**src/rtl/a_skew_feeder.sv**
```systemverilog
// a_skew_feeder: buffers one K-beat tile of A operands and replays it with lane r
// delayed r cycles behind lane 0, zero-filling every slot that carries no element.
module a_skew_feeder #(
  parameter int REG_WIDTH = 16,
  parameter int VECTOR    = 2,
  parameter int ROWS      = 4,
  parameter int K         = 4
) (
  input  logic                              clk,
  input  logic                              rst,
  input  logic                              in_valid,
  output logic                              in_ready,
  input  logic [ROWS*VECTOR*REG_WIDTH-1:0]  in_data,
  input  logic                              go,
  output logic [ROWS*VECTOR*REG_WIDTH-1:0]  out_data,
  output logic [ROWS-1:0]                   out_valid,
  output logic                              tile_done,
  output logic                              busy
);
  localparam int LW = VECTOR * REG_WIDTH;
  localparam int BW = ROWS * LW;
  localparam int CW = $clog2(K + 1);
  localparam int AW = K > 1 ? $clog2(K) : 1;
  localparam int DW = ROWS > 2 ? $clog2(ROWS - 1) : 1;
  localparam logic [CW-1:0] KM1  = CW'(K - 1);
  localparam logic [AW-1:0] AKM1 = AW'(K - 1);
  localparam logic [DW-1:0] DM   = DW'(ROWS > 1 ? ROWS - 2 : 0);

  typedef enum logic [1:0] {LOAD, FULL, STREAM, DRAIN} state_t;

  state_t          state_q, state_d;
  logic [CW-1:0]   wr_cnt_q, wr_cnt_d, rd_cnt_q, rd_cnt_d;
  logic [DW-1:0]   drain_cnt_q, drain_cnt_d;
  logic [ROWS-1:0] last_q, last_d;
  logic [AW-1:0]   rd_idx;
  logic            launch, launch_last;
  logic [BW-1:0]   beat;
  logic [BW-1:0]   mem_q [K];

  assign in_ready    = (state_q == LOAD) & ~rst;
  assign busy        = state_q != LOAD;
  assign beat        = mem_q[rd_idx];
  assign launch_last = launch && rd_idx == AKM1;
  assign tile_done   = last_q[ROWS-1];

  // The go edge launches beat 0; each STREAM cycle but the last launches the next beat.
  always_comb begin
    state_d     = state_q;
    wr_cnt_d    = wr_cnt_q;
    rd_cnt_d    = rd_cnt_q;
    drain_cnt_d = drain_cnt_q;
    launch      = 1'b0;
    rd_idx      = '0;
    case (state_q)
      LOAD: if (in_valid) begin
        state_d  = wr_cnt_q == KM1 ? FULL : LOAD;
        wr_cnt_d = wr_cnt_q == KM1 ? '0 : wr_cnt_q + 1'b1;
      end
      FULL: if (go) begin
        state_d = STREAM;
        launch  = 1'b1;
      end
      STREAM: begin
        launch   = rd_cnt_q != KM1;
        rd_idx   = rd_cnt_q[AW-1:0] + 1'b1;
        rd_cnt_d = rd_cnt_q == KM1 ? '0 : rd_cnt_q + 1'b1;
        if (rd_cnt_q == KM1) begin
          if (ROWS > 1) state_d = DRAIN;
          else state_d = LOAD;
        end
      end
      default: begin
        drain_cnt_d = drain_cnt_q == DM ? '0 : drain_cnt_q + 1'b1;
        if (drain_cnt_q == DM) state_d = LOAD;
      end
    endcase
  end

  always_comb begin
    last_d[0] = launch_last;
    for (int s = 1; s < ROWS; s++) last_d[s] = last_q[s-1];
  end

  always_ff @(posedge clk or posedge rst) begin
    if (rst) begin
      state_q     <= LOAD;
      wr_cnt_q    <= '0;
      rd_cnt_q    <= '0;
      drain_cnt_q <= '0;
      last_q      <= '0;
    end else begin
      state_q     <= state_d;
      wr_cnt_q    <= wr_cnt_d;
      rd_cnt_q    <= rd_cnt_d;
      drain_cnt_q <= drain_cnt_d;
      last_q      <= last_d;
    end
  end

  always_ff @(posedge clk) begin
    if (in_valid && in_ready) mem_q[wr_cnt_q[AW-1:0]] <= in_data;
  end

  // Lane r owns a private r+1 deep delay line so data and valid stay aligned.
  for (genvar r = 0; r < ROWS; r++) begin : g_lane
    logic [LW-1:0] d_q [r+1];
    logic [LW-1:0] d_d [r+1];
    logic [r:0]    v_q, v_d;
    always_comb begin
      d_d[0] = launch ? beat[r*LW +: LW] : '0;
      v_d[0] = launch;
      for (int s = 1; s <= r; s++) begin
        d_d[s] = d_q[s-1];
        v_d[s] = v_q[s-1];
      end
    end
    always_ff @(posedge clk or posedge rst) begin
      if (rst) begin
        d_q <= '{default: '0};
        v_q <= '0;
      end else begin
        d_q <= d_d;
        v_q <= v_d;
      end
    end
    assign out_data[r*LW +: LW] = d_q[r];
    assign out_valid[r]         = v_q[r];
  end
endmodule

```
**config.mk**
```make
export PLATFORM = sky130hd
export DESIGN_NAME = a_skew_feeder
export DESIGN_NICKNAME = d
export VERILOG_FILES = /design/src/rtl/a_skew_feeder.sv
export SDC_FILE = /design/constraint.sdc
export NUM_CORES = 1
export LEC_CHECK = 0
export CELL_PAD_IN_SITES_DETAIL_PLACEMENT = 1
export CELL_PAD_IN_SITES_GLOBAL_PLACEMENT = 2
export CORE_MARGIN = 1.5
export CORE_UTILIZATION = 43
export CTS_CLUSTER_DIAMETER = 40
export CTS_CLUSTER_SIZE = 30
export DETAILED_ROUTE_END_ITERATION = 10
export PLACE_DENSITY = 0.77
export SETUP_SLACK_MARGIN = 0.15
export SLEW_MARGIN = 25
export SYNTH_ARGS = -nofsm -noshare
export SYNTH_HDL_FRONTEND = slang
export SYNTH_SLANG_ARGS = --single-unit
export TNS_END_PERCENT = 1
```
**constraint.sdc**
```tcl
create_clock -name clk -period 13 [get_ports clk]
set_input_delay 2.6 -clock clk [delete_from_list [all_inputs] [get_ports clk]]
set_output_delay 2.6 -clock clk [all_outputs]
set_load 0.005 [all_outputs]
```
# == Yosys cells after proc, flatten, opt, wreduce, memory -nomap -nowiden ==
# Memory sizes are Yosys's and may differ from the RTL's.
# Index checks and enable logic that the tools add are counted.
# classes
n_addsub,4
eq_ne,10
muxes,18
n_bitwise,2
reduce_logical,8
# ops
operator,count
$mux W32,4
$mux W2,6
$add A3 B1 Y3 const B,2
$eq A2 B2 Y1 const B,3
$eq A3 B2 Y1 const B,2
$mux W3,2
$ne A2 B2 Y1 const B,3
$pmux W2 S3,1
$add A2 B1 Y2 const B,2
$mux W1,4
$reduce_and A4 Y1,1
$reduce_bool A4 Y1,1
$ne A3 B2 Y1 const B,1
$reduce_or A3 Y1,1
$eq A2 B1 Y1 const B,1
$logic_and A1 B1 Y1,2
$logic_not A2 Y1,1
$pmux W1 S2,1
$reduce_and A2 Y1,1
$reduce_bool A2 Y1,1
$and A1 B1 Y1,1
$not A1 Y1,1
# totals
regBits,344
ram_bits,512
in_bits,132
word_cells,62
n_memories,1
# memory_table
memory,words,word_bits,read_ports,rd_clocked_by_memory_dff,wr,line,rtl
mem_q,4,128,1,0,1,38,logic [BW-1:0] mem_q [K];

# == Logic depth before layout (Yosys ltp) ==
# logic_depth
word_depth,5
mapped_depth,8
mapped_depth_nobuf,6

# == Worst setup path before layout ==
# Ideal clock, no wire load.
# synth_timing
path_kind,in2reg
start,input rst
end,"memory mem_q[1][0] in the netlist's numbering, enable pin"
arrival_ns,5.832
required_ns,12.497
setup_slack_ns,6.665
cell_stages,2
path_buffers,0
path_cell_list,nor2_1 -> and3_1
# synth_between
elab_chain_len,5
# synth_rtl
element,line,rtl
start: declaration,10,"input logic rst,"
$not A1 Y1,40,assign in_ready = (state_q == LOAD) & ~rst;
$and A1 B1 Y1,40,
$logic_and A1 B1 Y1,101,if (in_valid && in_ready) mem_q[wr_cnt_q[AW-1:0]] <= in_data;
$mux W1,101,
$mux W1 (implied by the code),101,
end: declaration,38,
# No other way between the ends.

# == Worst setup path in the final report ==
# layout_timing
start,input rst
end,output in_ready
# layout_between
elab_chain_len,2
# layout_rtl
element,line,rtl
$not A1 Y1,40,
$and A1 B1 Y1,40,
end: declaration,12,"output logic in_ready,"
# No other way between the ends.

==> flow_summary.toml <==
[clocking]
worst_skew_pair.late_latency_ps = 660
ctsHoldBuffers = 0
clock_path_buffers = 3
post-cts-setup-buffers = 0
cts.sinks = 850
cts_root_buf = "clkbuf_16"
cts.repair.resized = 0
cts_tree = "built"
clkTransAtPathRegs_ps = 60
h-tree-depth = 3
cts_buffers = 111

[placement]
placed_area_um2 = 32200
hpwl_mm = 33.5
io_buffers = 266
gp_congestion = 0.707

[sta]
tightestPinTransition_ps = 1040
hold_ws_ps = 326
slew_viol_final = 0
slew_headroom = 0.306
finalCritPeriodShare = 0.509
setup_viol = 0
hold_viol = 0
fin_skew_ps = 25.3
rsz0062_at_grt = "false"
fin_setup_tns_ps = 0
post-route-min-period_ps = 6620
fmax_ghz = 0.151

[setup_path]
crit_arrival_ps = 4020
cp_top_family = "buffers and inverters"
slowest_stage = "clkdlybuf4s50_1"
cp_common_cell = "clkdlybuf4s50_1"
cp-start-kind = "primary input"
worstPathBufferInverterCount = 2
cp-end-kind = "primary output"
crit_path_start = "rst"
crit_fanout = 5
timing.rr.start = "rd_cnt_q[0]"
r2r-end = "g_lane[0].d_q[8]"
timing_worst_setup_path_type = "in -> out"
max_stage_delay_ps = 580
rr_worst_depth = 5
path_cells = "clkdlybuf4s50_1 > nor2_1 > clkdlybuf4s50_1"
ff2ff_setup_slack_ps = 9010
crit_required_ps = 10400

[outcome]
violations = "design-rule violations"
status = "complete, but fails checks"

[grt]
grt.overflow.total = 0
grt_first_pass_wirelength_mm = 94.8
antenna_found_initial = 9
grt_pass1_vias = 16100
track_usage = 0.185
grt_max_degree = 181

[synthesis]
syn-num-nets = 1645
synth_edf_count = 512
ys_async_sr_fraction = 0.398
synth_area_um2 = 28800
ys_types = 30
yosysSeqAreaShare = 0.828
synth_top_cell_by_area = "edfxtp_1"
yosysWarnings = 0
synth.most_common_cell = "edfxtp_1"
synthTopCellsByCount = "edfxtp_1 (512), dfrtp_1 (338), a211oi_1 (247)"
netlist.area_leader.share = 0.534
syn_avg_cell_area_um2 = 19.2
ys_ff_latch = 850
syn_inst = 1503
synth.area.top_cells = "edfxtp_1 (53%), dfrtp_1 (29%), a211oi_1 (6.4%)"
synthFlopType = "edfxtp_1"

[final_layout]
synthToLayoutAreaGrowth_pct = 25.1
fill_cells = 5860
drive_above_1_share = 0.122
final_cell_area_um2 = 36000
multi_input_comb_area_um2 = 4430
final-seq-area_um2 = 23800
final_nets = 1958

[hold_path]
min_path_type = "reg -> reg"
hp-start = "g_lane[2].d_d[61]"
min_path_cells = 0
holdPathEnd = "g_lane[2].d_d[29]"

[power_and_ir_drop]
vdd_drop_max_uv = 141
power.leakage_nw = 14.0
power_per_cell_area_nw_per_um2 = 233

[routing]
ant_nets = 0
routedWlPerCell_um = 22.4
route.detailed.drc = 19
drt_iter0_drc = 705
finalWirelength_mm = 62.4
vias = 14300
firstDrtPassIters = 9
via_per_inst = 5.15

[floorplan]
die-area_um2 = 68500
core_area_um2 = 66000
die_h_um = 262
num_rows = 94
die_x_um = 262
io_pins = 267
start_util = 0.436

[run]
maxCapViolations = 0
## cell families (layout without fill, tap and decap cells)
kind of cell | count (synthesis) | count (layout) | synth area share
buf+inv | 98 | 509 | 0.0195
flops | 850 | 850 | 0.828
simple gates | 147 | 147 | 0.0313
mux | 133 | 133 | 0.0464
fa+ha+maj | 10 | 10 | 0.00435
compound gates | 265 | 265 | 0.0704
other cells | 0 | 3 | 0
## worst max-delay path by stage
stage                      to  slack, ps  cells after the start
2_1_floorplan  drain_cnt_q[0]       1030                      1
3_3_place_gp         in_ready       6350                      3
3_5_place_dp         in_ready       6370                      3
4_1_cts              in_ready       6370                      3
5_1_grt              in_ready       6300                      3
6_report             in_ready       6380                      3
## through the flow
stage / cells / power, mW / util / setup slack [ps]
after floorplan: 1503 / 4.64 / - / 1030
after global placement: 2566 / 5.41 / 0.488 / 6350
after detailed placement: 2566 / 5.49 / 0.488 / 6370
after CTS: 2777 / 8.52 / 0.545 / 6370
after global routing: 2781 / 8.79 / 0.546 / 6300
final: 2781 / 8.39 / 0.546 / 6380
## cell type report
type	instances	share of cell area
timing repair buffer	286	0.0791
multi-input combinational	555	0.123
inverter	12	0.00146
clock inverter	74	0.0203
sequential	850	0.662
tap	864	0.0300
antenna	3	0.000208
clock buffer	137	0.0841
## power by group
part / internal, mW / leakage, nW / total, mW / switching (mW)
Sequential: 3.48 / 9.20 / 3.74 / 0.261
Clock: 1.79 / 1.81 / 2.99 / 1.20
Combinational: 0.727 / 2.99 / 1.67 / 0.942
## per-layer routing
metal	global-route usage	share of wire	routed length [um]	up-vias
met1	0.226	0.41	25400	7480
met3	0.0380	0.045	2810	115
met5	0	0.0013	82	-
met2	0.326	0.52	32700	298
li1	-	-	-	6409
met4	0.0659	0.024	1500	12
## registers in the layout, summed over array words and instances, names as in the netlist
register     count
last_q           4
mem_q          512
state_q          2
wr_cnt_q         3
g_lane.d_d     192
rd_cnt_q         3
g_lane.v_q       4
g_lane.d_q      32
out_data        96
drain_cnt_q      2
## cells in the final DEF, fill, tap and decap left out, types with 10 or more instances in the layout
master,instances
buf_4,15
clkbuf_8,11
edfxtp_1,512
mux2i_1,130
ha_1,10
dfrtp_1,337
clkbuf_16,113
a211oi_1,247
clkbuf_1,13
clkdlybuf4s50_1,266
inv_6,16
inv_1,11
clkinvlp_4,14
clkinv_2,12
nor2b_1,130
Note: power is estimated with default switching activity, not from simulation.
